--- config.mk ---
export PLATFORM = sky130hd
export DESIGN_NAME = equiv_miscompare_monitor
export DESIGN_NICKNAME = d
export VERILOG_FILES = /design/src/rtl/equiv_mon_pkg.sv /design/src/rtl/equiv_rec_fifo.sv /design/src/rtl/equiv_miscompare_monitor.sv
export SDC_FILE = /design/constraint.sdc
export NUM_CORES = 1
export LEC_CHECK = 0
export ABC_AREA = 1
export CORE_ASPECT_RATIO = 0.9
export CORE_MARGIN = 4
export CORE_UTILIZATION = 25
export CTS_CLUSTER_SIZE = 24
export DETAILED_ROUTE_END_ITERATION = 8
export PLACE_DENSITY_LB_ADDON = 0.3
export SLEW_MARGIN = 40
export SYNTH_ARGS = -nofsm -noshare
export SYNTH_HDL_FRONTEND = slang
export SYNTH_SLANG_ARGS = --single-unit
--- constraint.sdc ---
create_clock -name clk -period 3.85 [get_ports clk]
set_input_delay 0.77 -clock clk [delete_from_list [all_inputs] [get_ports clk]]
set_output_delay 0.77 -clock clk [all_outputs]
set_load 0.02 [all_outputs]
--- src/rtl/equiv_mon_pkg.sv ---
// Shared types and default widths for the equivalence miscompare monitor.
package equiv_mon_pkg;

  localparam int unsigned EQ_W     = 91;
  localparam int unsigned EQ_CNT_W = 32;

  typedef enum logic [1:0] {
    IDLE = 2'd0,
    RUN  = 2'd1,
    FAIL = 2'd2
  } mon_state_e;

  typedef struct packed {
    logic [EQ_CNT_W-1:0] cycle;
    logic [EQ_W-1:0]     diff;
  } mis_rec_t;

endpackage

--- src/rtl/equiv_rec_fifo.sv ---
// Miscompare record FIFO: DEPTH entries of mis_rec_t, wrap pointers with an
// extra MSB to tell full from empty. Head is read from registered storage, so
// a record written on an edge is first visible after that edge (no fall-through).
module equiv_rec_fifo
  import equiv_mon_pkg::*;
#(
  parameter int unsigned DEPTH = 4
) (
  input  logic     clk,
  input  logic     rst_n,
  input  logic     i_clear,
  input  logic     i_push,
  input  mis_rec_t i_rec,
  input  logic     i_pop,
  output logic     o_full,
  output logic     o_valid,
  output mis_rec_t o_head
);

  localparam int unsigned AW = $clog2(DEPTH);

  logic [AW:0] r_wr_ptr;
  logic [AW:0] r_rd_ptr;
  mis_rec_t    r_mem [DEPTH];

  logic w_empty;
  logic w_full;
  logic w_do_pop;
  logic w_do_push;

  assign w_empty   = (r_wr_ptr == r_rd_ptr);
  assign w_full    = (r_wr_ptr[AW] != r_rd_ptr[AW]) &&
                     (r_wr_ptr[AW-1:0] == r_rd_ptr[AW-1:0]);
  assign w_do_pop  = i_pop && !w_empty;
  // When full, a same-edge pop frees the slot the write lands in.
  assign w_do_push = i_push && (!w_full || w_do_pop);

  assign o_full  = w_full;
  assign o_valid = !w_empty;
  assign o_head  = r_mem[r_rd_ptr[AW-1:0]];

  // Pointer update; clear empties the FIFO without touching storage.
  always_ff @(posedge clk or negedge rst_n) begin
    if (!rst_n) begin
      r_wr_ptr <= '0;
      r_rd_ptr <= '0;
    end else if (i_clear) begin
      r_wr_ptr <= '0;
      r_rd_ptr <= '0;
    end else begin
      if (w_do_push) r_wr_ptr <= r_wr_ptr + (AW+1)'(1);
      if (w_do_pop)  r_rd_ptr <= r_rd_ptr + (AW+1)'(1);
    end
  end

  // Record storage; reset zeroes it so the head reads 0 out of reset.
  always_ff @(posedge clk or negedge rst_n) begin
    if (!rst_n) begin
      for (int unsigned i = 0; i < DEPTH; i++) r_mem[i] <= '0;
    end else if (w_do_push && !i_clear) begin
      r_mem[r_wr_ptr[AW-1:0]] <= i_rec;
    end
  end

endmodule

--- src/rtl/equiv_miscompare_monitor.sv ---
// Compares two design-instance outputs each enabled cycle, counts samples and
// miscompares, latches the first failure and queues every failure record.
// W and CNT_W must match the package record widths.
module equiv_miscompare_monitor
  import equiv_mon_pkg::*;
#(
  parameter int unsigned W     = EQ_W,
  parameter int unsigned DEPTH = 4,
  parameter int unsigned CNT_W = EQ_CNT_W
) (
  input  logic             clk,
  input  logic             rst_n,
  input  logic             clear,
  input  logic             en,
  input  logic [W-1:0]     y_1,
  input  logic [W-1:0]     y_2,
  output logic [1:0]       state,
  output logic             mismatch,
  output logic [CNT_W-1:0] cycle_count,
  output logic [CNT_W-1:0] mis_count,
  output logic             first_valid,
  output logic [CNT_W-1:0] first_cycle,
  output logic [W-1:0]     first_diff,
  output logic             rec_valid,
  input  logic             rec_ready,
  output logic [CNT_W-1:0] rec_cycle,
  output logic [W-1:0]     rec_diff,
  output logic             overflow
);

  mon_state_e       r_state;
  mon_state_e       w_state_nxt;
  logic             r_mismatch;
  logic             r_first_valid;
  logic             r_overflow;
  logic [CNT_W-1:0] r_cycle_count;
  logic [CNT_W-1:0] r_mis_count;
  logic [CNT_W-1:0] r_first_cycle;
  logic [W-1:0]     r_first_diff;

  logic             w_sample;
  logic             w_miscmp;
  logic             w_push;
  logic             w_pop;
  logic             w_full;
  logic             w_rec_valid;
  logic [W-1:0]     w_diff;
  mis_rec_t         w_rec;
  mis_rec_t         w_head;

  assign w_sample = en && !clear;
  assign w_miscmp = (y_1 != y_2);
  assign w_diff   = y_1 ^ y_2;
  assign w_push   = w_sample && w_miscmp;
  assign w_pop    = w_rec_valid && rec_ready;

  // Record carries the pre-increment (possibly saturated) cycle index.
  always_comb begin
    w_rec       = '0;
    w_rec.cycle = r_cycle_count;
    w_rec.diff  = w_diff;
  end

  equiv_rec_fifo #(
    .DEPTH (DEPTH)
  ) u_fifo (
    .clk     (clk),
    .rst_n   (rst_n),
    .i_clear (clear),
    .i_push  (w_push),
    .i_rec   (w_rec),
    .i_pop   (w_pop),
    .o_full  (w_full),
    .o_valid (w_rec_valid),
    .o_head  (w_head)
  );

  // Next-state: first enabled edge leaves IDLE, any miscompare lands in FAIL.
  always_comb begin
    w_state_nxt = r_state;
    if (clear) begin
      w_state_nxt = IDLE;
    end else if (en) begin
      case (r_state)
        IDLE:    w_state_nxt = w_miscmp ? FAIL : RUN;
        RUN:     w_state_nxt = w_miscmp ? FAIL : RUN;
        FAIL:    w_state_nxt = FAIL;
        default: w_state_nxt = IDLE;
      endcase
    end
  end

  // State register.
  always_ff @(posedge clk or negedge rst_n) begin
    if (!rst_n) r_state <= IDLE;
    else        r_state <= w_state_nxt;
  end

  // Saturating counters, registered mismatch flag and sticky overflow.
  always_ff @(posedge clk or negedge rst_n) begin
    if (!rst_n) begin
      r_cycle_count <= '0;
      r_mis_count   <= '0;
      r_mismatch    <= 1'b0;
      r_overflow    <= 1'b0;
    end else if (clear) begin
      r_cycle_count <= '0;
      r_mis_count   <= '0;
      r_mismatch    <= 1'b0;
      r_overflow    <= 1'b0;
    end else begin
      r_mismatch <= w_push;
      if (w_sample && (r_cycle_count != '1))
        r_cycle_count <= r_cycle_count + CNT_W'(1);
      if (w_push && (r_mis_count != '1))
        r_mis_count <= r_mis_count + CNT_W'(1);
      if (w_push && w_full && !w_pop)
        r_overflow <= 1'b1;
    end
  end

  // First-failure capture, loaded once until clear or reset.
  always_ff @(posedge clk or negedge rst_n) begin
    if (!rst_n) begin
      r_first_valid <= 1'b0;
      r_first_cycle <= '0;
      r_first_diff  <= '0;
    end else if (clear) begin
      r_first_valid <= 1'b0;
      r_first_cycle <= '0;
      r_first_diff  <= '0;
    end else if (w_push && !r_first_valid) begin
      r_first_valid <= 1'b1;
      r_first_cycle <= r_cycle_count;
      r_first_diff  <= w_diff;
    end
  end

  assign state       = r_state;
  assign mismatch    = r_mismatch;
  assign cycle_count = r_cycle_count;
  assign mis_count   = r_mis_count;
  assign first_valid = r_first_valid;
  assign first_cycle = r_first_cycle;
  assign first_diff  = r_first_diff;
  assign rec_valid   = w_rec_valid;
  assign rec_cycle   = w_head.cycle;
  assign rec_diff    = w_head.diff;
  assign overflow    = r_overflow;

endmodule

---- Word level (Yosys, flattened, before mapping) ----
Index checks and enable logic that the tools add are counted.
operators by class
  $add $sub $neg .......................... 4
  $lt $le $gt $ge ......................... 3
  equal/unequal tests ..................... 8
  multiplexer cells ....................... 27
  bitwise logic cells ..................... 3
  reductions and logical operators ........ 28
operator list
  operator                 count
  $bwmux W492              1
  $mux W123                3
  $bmux W123 S2            1
  $demux W123 S2           1
  $mux W32                 6
  $mux W91                 2
  $ne A91 B91 Y1           1
  $xor A91 B91 Y91         1
  $add A32 B1 Y32 const B  2
  $ne A32 B32 Y1 const B   2
  $reduce_bool A2 Y1       7
  $logic_and A1 B1 Y1      13
  $mux W3                  4
  $add A3 B1 Y3 const B    2
  $ge A3 B3 Y1 const B     2
  $mux W2                  3
  $not A2 Y3               2
  $logic_not A1 Y1         5
  $mux W1                  5
  $pmux W2 S2              1
  $eq A3 B3 Y1             1
  $lt A3 B1 Y1 const B     1
  $eq A2 B1 Y1 const B     1
  $eq A2 B2 Y1             1
  other kinds (5)          5
storage, ports and cells
  bits in registers ....................... 690
  word-level logic and storage cells ...... 91

---- Logic depth before layout (Yosys ltp) ----
  depth in word-level cells ............... 8
  mapped depth ............................ 16

---- Modules after synthesis ----
From an unflattened synthesis, not the netlist that was laid out.
second synthesis, totals
  cell total of the unflattened synthesis .. 4,528
  area, all modules ....................... 35,049.9 sq um
modules (own cells, without submodules)
  module                    times used  cells each  area each (sq um)
  equiv_rec_fifo            1           2,944       24,145.7
  equiv_miscompare_monitor  1           1,584       10,904.2

---- Worst setup path after synthesis ----
Ideal clock, no wire load.
  path type ............................... register -> output
  from .................................... reg u_fifo.r_rd_ptr[0]
  to ...................................... out rec_cycle[0]
  arrival time ............................ 1.835 ns
  setup slack ............................. 1.245 ns
  stages on the path, launching flop included .. 7
  buffers on the path ..................... 4
  cells stage by stage .................... dfrtp_1 > buf_2 > clkbuf_1 > clkbuf_1 > clkbuf_1 > nor2_1 > o22ai_1
between the ends
  longest elaborated chain between the ends .. 4
ends and longest elaborated chain
  what                                           line                            text
  start, declared                                equiv_rec_fifo.sv:23            logic [AW:0] r_rd_ptr;
  start signal, assigned                         equiv_rec_fifo.sv:52            if (w_do_pop) r_rd_ptr <= r_rd_ptr + (AW+1)'(1);
  $not A2 Y3 (implied by the code)               equiv_rec_fifo.sv:40            assign o_head = r_mem[r_rd_ptr[AW-1:0]];
  $bmux W123 S2                                  equiv_rec_fifo.sv:40
  $mux W123 (implied by the code) (2 in series)  equiv_rec_fifo.sv:40
  end, declared                                  equiv_miscompare_monitor.sv:26  output logic [CNT_W-1:0] rec_cycle,
Every way passes these cells. The select of a mux whose other input is x is not followed.

---- Final worst setup path ----
  from .................................... reg u_fifo.r_rd_ptr[1]
  to ...................................... out rec_diff[79]
between the ends
  longest elaborated chain between the ends .. 4
ends and longest elaborated chain
  what                                           line                            text
  $not A2 Y3 (implied by the code)               equiv_rec_fifo.sv:40
  $bmux W123 S2                                  equiv_rec_fifo.sv:40
  $mux W123 (implied by the code) (2 in series)  equiv_rec_fifo.sv:40
  end, declared                                  equiv_miscompare_monitor.sv:27  output logic [W-1:0] rec_diff,
Every way passes these cells. The select of a mux whose other input is x is not followed.

==> key figures <==
Die
  • Full die area: 148000 um2
  • I/O Pins: 503
  • Total core area: 140000 um2
  • Initial Utilization: 0.253
  • # rows: 130
  • Die Ht: between 300 and 400 um
  • Die width: 405 um

Min path
  • Hold Path Class: input port to asynchronous set/reset pin

Logic synthesis
  • Ys flop type: dfrtp_1
  • Seq/Total Area, Yosys: 0.488
  • Asr flop ratio synth: 1.00
  • Cell with the most instances after synthesis: nand2_1
  • FF+latch count, synth: 690
  • Top-area cell type share of the netlist area: 0.488
  • Distinct cells, synth: 32
  • EDFF count, synth: 0
  • Post-Syn Nets: slightly below 5000
  • Mean Syn Cell Area: ~7.6 um2
  • Netlist Area Pre-Place: roughly 35000 um2
  • Synth cell count leaders: nand2_1, dfrtp_1, nand4_1
  • Ranking of synthesized cells by area: dfrtp_1, nand2_1, nand4_1
  • Synth area leader: dfrtp_1
  • Mapped Cells: between 4000 and 5000
  • Yosys warns: 0

Drt
  • WL met2: 62800 um
  • Initial DRT Pass Iterations: 7
  • Total Routed Length: 138000 um
  • Routed len/inst: 19.9 um
  • Top sig layer: met4
  • Post-DRT Antenna Nets: 0
  • Met3 wire length: approximately 9200 um
  • Residual DRC count: 0
  • Met1 WL: approximately 63000 um
  • Via count: roughly 34000
  • Initial DRC count: 3001
  • Via density: 4.92

Cells and area
  • Design area: 46300 um2
  • Final Core Density: 0.330
  • Register area: 17300 um2
  • Fin cells: 6947
  • Multi-input logic area: 15400 um2
  • Fin nets: 5220
  • Synthesis-to-finish area growth: 30.6%
  • Filler Cell Count: 14812
  • Share of layout cells above drive strength 1: 0.0718

Run status
  • Outcome: completed

Clock tree
  • TritonCTS clock tree: built
  • Clk_lat worst skew: approximately 0.71 ns
  • Num CTS Buffers: 87
  • Post-CTS Setup Bufs: 0
  • Reg clk slew, reported paths: ~0.060 ns
  • Num Clock Sinks: between 600 and 700
  • CTS Buffer Depth: 3
  • Htree depth: 3
  • Cts hold-fix bufs: 0
  • Root Driver: clkbuf_16

GRT
  • Initial antenna violation count: 3
  • Gr usage total: 0.180
  • Vias in the first global route: 32991
  • Largest net degree at the start of global routing: 113
  • First-pass GRT wire length: about 210000 um
  • Global route overflow: 0

Critical path
  • Worst Path Arrival: 3.01 ns
  • R2R Path Start: u_fifo.r_rd_ptr[1]
  • Reg-to-Reg End: u_fifo.r_mem[198]
  • Element type at the critical path end: output port
  • R2R cell count: 8
  • Largest fanout on the critical path: 74
  • CP max stage delay: between 0.7 and 0.8 ns
  • Startpoint Class: flip-flop
  • Crit path required time: between 3 and 4 ns
  • Critical-path cell list: buf_16 -> o21ai_0 -> o22ai_1 -> clkdlybuf4s50_1
  • CP Class: flip-flop to output port
  • R2R setup slack: roughly 1.0 ns
  • CP max stage cell: clkdlybuf4s50_1

Timing
  • RSZ-0062 raised after global routing: false
  • Setup Viol. Count Final: 0
  • Final min period: around 3.8 ns
  • Max Slew Vio Count: 0
  • Worst Max-Slew Pin Slew: 0.887 ns
  • Period utilization: 0.981
  • Max Clk Rate: between 200 and 300 MHz
  • Clock skew: approximately 0.034 ns
  • Max-slew headroom: 0.408
  • WHS: 0.117 ns
  • Setup TNS: 0 ns
  • Endpoints failing hold: 0

Placement
  • Dpl cells: 6784
  • # port buffers: approximately 500
  • Routability congestion estimate: 0.875
  • Detailed placement HPWL: 88500 um
  • Cell Area, Placed: 43200 um2

Flow run
  • Max_cap viols: 0

Pwr
  • Worst vdd ir: 0.312 mV
  • Lkg Pwr: 22.9 nW
  • Power Dens Cells: 523 nW/um2
==> state kept, by name, indices dropped and copies added, names as in the netlist, 2 cells and up <==
name and cells:
u_fifo.r_rd_ptr 3, mis_count 32, u_fifo.r_mem 492, state 2, first_cycle 32, cycle_count 32
u_fifo.r_wr_ptr 3, first_diff 91
==> worst max path at each step <==
stage	startpoint	end	depth (start not counted)
2_1_floorplan	u_fifo.r_rd_ptr[0]	rec_cycle[0]	6
3_3_place_gp	y_1[34]	u_fifo.r_mem[190]	15
3_5_place_dp	y_2[35]	u_fifo.r_mem[437]	15
4_1_cts	u_fifo.r_rd_ptr[1]	rec_diff[82]	5
5_1_grt	u_fifo.r_rd_ptr[1]	rec_diff[24]	5
6_report	u_fifo.r_rd_ptr[1]	rec_diff[79]	4
==> per-layer routing <==
layer,vias to the layer above,GRT usage
met1,16805,0.252
li1,16103,-
met5,-,0
met2,1126,0.284
met3,175,0.0339
met4,0,0.0522
==> logic make-up after synthesis <==
kind of cell / after synthesis / synth area share
simple gates: 2799 / 0.344
compound gates: 406 / 0.0618
xor+xnor: 91 / 0.0225
buf+inv: 676 / 0.0813
fa+ha+maj: 7 / 0.00247
flops: 690 / 0.488
==> through the flow <==
step | total power, mW | setup slack [ns]
after floorplan | 12.5 | 1.24
after global placement | 15.7 | 0.381
after detailed placement | 15.8 | 0.383
after CTS | 24.4 | 0.00434
after global routing | 25.4 | 0.0153
final | 24.2 | 0.0722
==> placed cells by master (no fill, tap or decap), types with 7 or more instances in the layout <==
cell | synthesis | routed
o22ai_2 | 0 | 7
o21ai_1 | 18 | 18
clkbuf_1 | 184 | 19
nor3_1 | 34 | 34
nor4_1 | 9 | 9
dlygate4sd2_1 | 0 | 7
buf_12 | 0 | 65
nand2_1 | 1657 | 1657
nand3_1 | 179 | 179
o22ai_1 | 124 | 117
clkbuf_16 | 0 | 89
nand4_1 | 516 | 516
xor2_1 | 48 | 48
dfrtp_1 | 690 | 688
nor2_1 | 384 | 383
xnor2_1 | 43 | 43
buf_4 | 47 | 113
a21oi_1 | 9 | 8
dlymetal6s2s_1 | 0 | 12
o21ai_0 | 254 | 254
clkdlybuf4s50_1 | 0 | 481
inv_1 | 253 | 252
clkinv_2 | 0 | 13
clkbuf_8 | 0 | 23
==> what timing repair did <==
action,in CTS,in global routing
cloned,0,1
endpoints found under the setup margin,12,22
resized for setup,15,15
==> critical path, delay by kind of cell (launching register included) <==
family          cells  cell delay, ns
flops               1            0.64
buf+inv             2            1.00
compound gates      2            0.46
==> cell type report <==
cell class                      instances  area share
Inverter                              260      0.0215
Antenna cell                            2    0.000108
Clock inverter                         30     0.00803
Tap cell                             1848      0.0500
Multi-Input combinational cell       3303       0.333
Sequential cell                       690       0.373
Clock buffer                          130      0.0560
Timing Repair Buffer                  684       0.158
==> where the power goes <==
group          internal (mW)  switching [mW]
sequential              8.43           0.656
combinational           2.49            4.09
clock                   5.07            3.44
Power figures use the tool's default switching activity.
